### src/rtl/cpu_types_pkg.sv
// Shared CPU types: data word, ALU opcodes and the multiply sequencer state.
package cpu_types_pkg;

  localparam int WORD_BITS  = 32;
  localparam int MULT_CNT_W = 6;

  typedef logic [WORD_BITS-1:0] word_t;

  typedef enum logic [3:0] {
    ALU_SLL  = 4'd0,
    ALU_SRL  = 4'd1,
    ALU_SRA  = 4'd2,
    ALU_ADD  = 4'd3,
    ALU_SUB  = 4'd4,
    ALU_AND  = 4'd5,
    ALU_OR   = 4'd6,
    ALU_XOR  = 4'd7,
    ALU_NOR  = 4'd8,
    ALU_SLT  = 4'd9,
    ALU_SLTU = 4'd10
  } aluop_t;

  typedef enum logic [1:0] {
    IDLE  = 2'd0,
    STEP  = 2'd1,
    CARRY = 2'd2,
    DONE  = 2'd3
  } mult_state_t;

endpackage

### src/rtl/alu_mult_exit_shift.sv
// Logical right barrel shifter used for the multiplier early-exit path.
// Only instantiated when MULT_EARLY_EXIT_EN is defined.
module alu_mult_exit_shift #(
  parameter int DATA_W = 64,
  parameter int SH_W   = 7
) (
  input  logic [DATA_W-1:0] din,
  input  logic [SH_W-1:0]   shamt,
  output logic [DATA_W-1:0] dout
);

  // Zero-filling right shift by a run-time amount.
  assign dout = din >> shamt;

endmodule

### src/rtl/alu_mult_seq.sv
// Multi-cycle unsigned WORD_W x WORD_W multiply sequencer that borrows the
// shared ALU for its additions (carry recovered with a follow-up SLTU).
// Optional feature: define MULT_EARLY_EXIT_EN to retire the remaining shifts
// in one cycle once the multiplier has no set bits left.
module alu_mult_seq
  import cpu_types_pkg::*;
#(
  parameter int WORD_W = $bits(word_t),
  parameter int CNT_W  = MULT_CNT_W
) (
  input  logic              CLK,
  input  logic              nRST,
  input  logic              req_valid,
  output logic              req_ready,
  input  logic [WORD_W-1:0] req_a,
  input  logic [WORD_W-1:0] req_b,
  output logic              rsp_valid,
  input  logic              rsp_ready,
  output logic [WORD_W-1:0] rsp_hi,
  output logic [WORD_W-1:0] rsp_lo,
  output logic              alu_busy,
  output aluop_t            alu_op,
  output logic [WORD_W-1:0] alu_a,
  output logic [WORD_W-1:0] alu_b,
  input  logic [WORD_W-1:0] alu_o
);

  mult_state_t       state, state_n;
  logic [WORD_W-1:0] mcand, mcand_n;
  logic [WORD_W-1:0] mplier, mplier_n;
  logic [WORD_W-1:0] hi, hi_n;
  logic [WORD_W-1:0] lo, lo_n;
  logic [WORD_W-1:0] sum_r, sum_r_n;
  logic [CNT_W-1:0]  cnt, cnt_n;

`ifdef MULT_EARLY_EXIT_EN
  logic [CNT_W:0]      exit_shamt;
  logic [2*WORD_W-1:0] exit_dout;

  // Shift that aligns the product once no multiplier bits remain.
  assign exit_shamt = (CNT_W+1)'(WORD_W) - {1'b0, cnt};

  alu_mult_exit_shift #(
    .DATA_W (2*WORD_W),
    .SH_W   (CNT_W+1)
  ) u_exit_shift (
    .din   ({hi, lo}),
    .shamt (exit_shamt),
    .dout  (exit_dout)
  );
`endif

  // Response data is the product registers directly; rsp_valid qualifies it.
  assign rsp_hi = hi;
  assign rsp_lo = lo;

  // Next-state, datapath update and ALU drive for the shift-add sequence.
  always_comb begin
    // NOTE: every output of this block gets a default first so no path leaves it unassigned (no latches).
    state_n   = state;
    mcand_n   = mcand;
    mplier_n  = mplier;
    hi_n      = hi;
    lo_n      = lo;
    sum_r_n   = sum_r;
    cnt_n     = cnt;
    req_ready = 1'b0;
    rsp_valid = 1'b0;
    alu_busy  = 1'b0;
    alu_op    = ALU_ADD;
    alu_a     = '0;
    alu_b     = '0;

    case (state)
      IDLE: begin
        req_ready = 1'b1;
        if (req_valid) begin
          mcand_n  = req_a;
          mplier_n = req_b;
          hi_n     = '0;
          lo_n     = '0;
          cnt_n    = '0;
          state_n  = STEP;
        end
      end

      STEP: begin
        alu_busy = 1'b1;
        alu_op   = ALU_ADD;
        alu_a    = hi;
        alu_b    = mcand;
        if (cnt == CNT_W'(WORD_W)) begin
          state_n = DONE;
`ifdef MULT_EARLY_EXIT_EN
        end else if (mplier == '0) begin
          // Remaining iterations are all plain shifts; do them at once and
          // let the counter check retire the operation next cycle.
          {hi_n, lo_n} = exit_dout;
          cnt_n        = CNT_W'(WORD_W);
`endif
        end else if (!mplier[0]) begin
          {hi_n, lo_n} = {1'b0, hi, lo[WORD_W-1:1]};
          mplier_n     = mplier >> 1;
          cnt_n        = cnt + 1'b1;
        end else begin
          sum_r_n = alu_o;
          state_n = CARRY;
        end
      end

      CARRY: begin
        // sum_r < mcand exactly when hi + mcand wrapped, i.e. the add carried.
        alu_busy     = 1'b1;
        alu_op       = ALU_SLTU;
        alu_a        = sum_r;
        alu_b        = mcand;
        {hi_n, lo_n} = {alu_o[0], sum_r, lo[WORD_W-1:1]};
        mplier_n     = mplier >> 1;
        cnt_n        = cnt + 1'b1;
        state_n      = STEP;
      end

      DONE: begin
        rsp_valid = 1'b1;
        if (rsp_ready) state_n = IDLE;
      end

      default: state_n = IDLE;
    endcase
  end

  // State and datapath registers with synchronous active-low reset.
  always_ff @(posedge CLK) begin
    // NOTE: the datapath registers are reset too, since rsp_hi/rsp_lo read them directly and must come up zero.
    if (!nRST) begin
      state  <= IDLE;
      mcand  <= '0;
      mplier <= '0;
      hi     <= '0;
      lo     <= '0;
      sum_r  <= '0;
      cnt    <= '0;
    end else begin
      // NOTE: non-blocking assignments so every register updates from pre-edge values.
      state  <= state_n;
      mcand  <= mcand_n;
      mplier <= mplier_n;
      hi     <= hi_n;
      lo     <= lo_n;
      sum_r  <= sum_r_n;
      cnt    <= cnt_n;
    end
  end

endmodule

### config.mk
export PLATFORM = sky130hd
export DESIGN_NAME = alu_mult_seq
export DESIGN_NICKNAME = d
export VERILOG_FILES = /design/src/rtl/cpu_types_pkg.sv /design/src/rtl/alu_mult_exit_shift.sv /design/src/rtl/alu_mult_seq.sv
export SDC_FILE = /design/constraint.sdc
export NUM_CORES = 1
export LEC_CHECK = 0
export ABC_AREA = 0
export CORE_MARGIN = 2
export CORE_UTILIZATION = 47
export DETAILED_ROUTE_END_ITERATION = 8
export PLACE_DENSITY = 0.9
export REMOVE_ABC_BUFFERS = 1
export SYNTH_ARGS = -nofsm -noshare
export SYNTH_HDL_FRONTEND = slang
export SYNTH_HIERARCHICAL = 1
export SYNTH_SLANG_ARGS = --single-unit
export TNS_END_PERCENT = 30
### constraint.sdc
create_clock -name CLK -period 2.8 [get_ports CLK]
set_clock_uncertainty 0.15 [all_clocks]
set_input_delay 0.7 -clock CLK [delete_from_list [all_inputs] [get_ports CLK]]
set_output_delay 0.7 -clock CLK [all_outputs]
set_load 0.03 [all_outputs]
==> results.cfg <==
[routing]
drt-total-wl_um = 22790
vias_per_cell = 5.705
antenna_left = 0
routedWlPerCell_um = 17.12
route.vias.total = 7593
drcViolationCount = 0
first_pass_iters = 7
drt_iter0_drc = 742

[cells_and_area]
n_antenna_cell = 0
area_growth_pct = 36.29
multiInputGateArea_mm2 = 0.003760
finalNetCount = 1209
regArea_mm2 = 0.003368
fillers = 1273
fin_util_pct = 65.93
final_layout_size_suffix_gt1_share_pct = 15.43
layout.cells.non_filler = 1331

[floorplanning]
dieArea_mm2 = 0.01751
num_rows = 46
start_util_pct = 48.37
die_w_um = 132.3
core_mm2 = 0.01600
io_pins = 235
fp.dieH_um = 132.3

[global_route]
antenna_found_initial = 0
grt.overflow.total = 0
grt_pass1_wl_um = 37050
grt_max_degree = 80
grt_usage_pct = 25.57
first_global_vias = 7451

[hold_path]
hold_depth = 2
hold_start = mcand[31]
holdPathEnd = mcand[31]
hold_path.class = reg -> reg

[setup_path]
path_class = reg -> out
crit_arrival_ns = 1.87
required_ns = 1.95
ff2ff_path_depth = 8
path_cells = inv_1 -> ha_4 -> inv_2 -> buf_12 -> nor2_1 -> buf_4
r2r_start = state[1]
setup.worst_path.start = state[0]
cp-start-kind = flop
r2r_slack_ns = 0.34
worst-path-max-fanout = 21
end_kind = output pin
cp_slowest_cell = dfxtp_4
r2r-end = rsp_lo[21]
slowest_delay_ns = 0.38

[yosys]
yosysTopAreaCell = dfxtp_1
syn_area_mm2 = 0.007740
synth_most_common_cell = dfxtp_1
synth_warnings = 6
yosys-top-cells-area = dfxtp_1 (43%), a21oi_1 (8.9%), nand2_1 (6.6%), o21ai_0 (4.1%), o221a_1 (3.9%)
synth.distinct_cells = 42
syn_inst = 953
synth_ff_type = dfxtp_1
synth-simple-area-share_pct = 20.14
synth_common_cells = dfxtp_1 (168), a21oi_1 (137), nand2_1 (137)
synth_top_family_by_area = compound AO/OA/AOI/OAI gates
synth-xor-area-share_pct = 0
ys_seq_area_share_pct = 43.45
ys_ff_latch = 168
async_flop_share_pct = 0
synth-adder-area-share_pct = 1.132
yosys.area.top_type_share_pct = 43.45
synthMuxAreaShare_pct = 0
synth_compound_area_share_pct = 25.67
synth_edf_count = 0
postSynthAreaPerCell_um2 = 8.122

[power_and_ir_drop]
p_per_area_mw_per_mm2 = 602.9
p_leak_nw = 3.878
peakVddDrop_uv = 467.6
p_total_mw = 6.360

[timing]
worst_pin_slew_ns = 0.5743
whs_ns = 0.3003
rsz0062_at_grt = true
min_period_over_period_pct = 97.22
setup_viol = 0
hold_viol_final = 0
max_freq_mhz = 367.4
period_minus_slack_ns = 2.722
drv_slew = 0
slew-limit-headroom_pct = 61.71

[clock_tree]
insertion_delay_ns = 0.43
cts_tree = done
cts.clk_slew.worst_paths_ns = 0.07
htreeDepth = 4
cts_made_buffers = 17
cts_max_path_buffers = 2
cts_root_buf = clkbuf_16
cts.sinks = 168

[flow_run]
max_cap_violations = 0

[placement]
globalplace.congestion = 0.8702
place_inst = 1297
post-dp-hpwl_um = 14670
portBuffers = 232

[status]
run_status = completed
-- routing by layer --
metal,global-route usage [%],wire [um],vias to the layer above
li1,-,-,3620
met1,31.87,9378,3598
met2,42.34,11260,343
met3,7.036,1807,32
met4,9.379,339,0
met5,0,0,-
-- logic make-up (layout without fill, tap and decap cells) --
family	count (synthesis)	in the layout
AO/OA/AOI/OAI	313	313
adder cells (fa/ha/maj)	7	7
buffers and inverters	140	302
flip-flops	168	168
other	2	2
AND/OR/NAND/NOR	323	323
-- stage by stage --
stage | area, um2 | TNS [ns] | setup slack [ns]
finish | 10550 | 0 | 0.07787
global route | 10550 | -0.01945 | -0.01013
CTS | 10470 | -0.007121 | -0.007121
detailed placement | 9811 | -0.02816 | -0.01534
global placement | 9811 | 0 | 0.08237
floorplan | 7042 | -182.79 | -1.610
-- worst max-delay path, delay by kind of cell (launching register included) --
| kind | cells | cell delay [ns] |
|---|---|---|
| adders and majority gates | 1 | 0.31 |
| buffers and inverters | 4 | 0.57 |
| DFF | 1 | 0.38 |
| and+or+nand+nor | 1 | 0.17 |
-- state kept, by name, summed over array words and instances, names as in the netlist --
register / flops
state: 2
mcand: 32
mplier: 32
sum_r: 32
rsp_hi: 32
rsp_lo: 32
cnt: 6
-- power breakdown --
part / internal, mW / switching (mW)
clock network: 1.40 / 1.02
registers: 2.54 / 0.0834
logic: 0.542 / 0.780
-- timing repair --
action | 4_1_cts | 5_1_grt
resized for setup | 19 | 18
pin swaps | 0 | 1
endpoints found under the setup margin | 62 | 62
hold buffers | 0 | 0
cloned | 0 | 1
setup buffers | 0 | 1
-- layout by cell type, fill, tap and decap left out, types with 3 or more instances in the layout --
cell type	synthesis	final
o21ai_1	7	7
nand2_1	137	137
and2_1	33	33
nand3_1	37	35
nor3_1	4	4
ha_1	7	5
inv_6	0	4
clkbuf_8	0	3
buf_4	37	82
o21ai_0	63	63
nand4_1	35	35
clkinv_4	0	3
a22oi_1	32	32
inv_1	9	7
o221a_1	27	27
clkbuf_16	0	18
nor2_1	36	11
dfxtp_1	168	166
a31o_2	3	3
o221a_2	3	3
clkdlybuf4s50_1	0	165
buf_12	0	9
nor2b_1	32	32
a31oi_1	3	3
a211o_1	30	30
a21oi_1	137	135
nor2_2	1	25
-- cell type report --
class	count	share of cell area [%]
clock buffers	20	4.424
clock inverters	12	1.317
inverters	10	0.3796
multi-input cells	645	35.64
flip-flops and latches	168	31.93
well taps	216	2.562
repair buffers	260	23.75
-- worst max-delay path by stage --
stage                            end  slack (ns)  depth (start not counted)
after floorplan           mplier[22]       -1.61                          6
after global placement    rsp_hi[31]        0.08                          6
after detailed placement  rsp_lo[21]       -0.02                          6
after CTS                  alu_a[11]      -0.007                          6
after global routing       alu_a[12]       -0.01                          6
final                      alu_a[16]        0.08                          6
(Power assumes the default switching activity.)
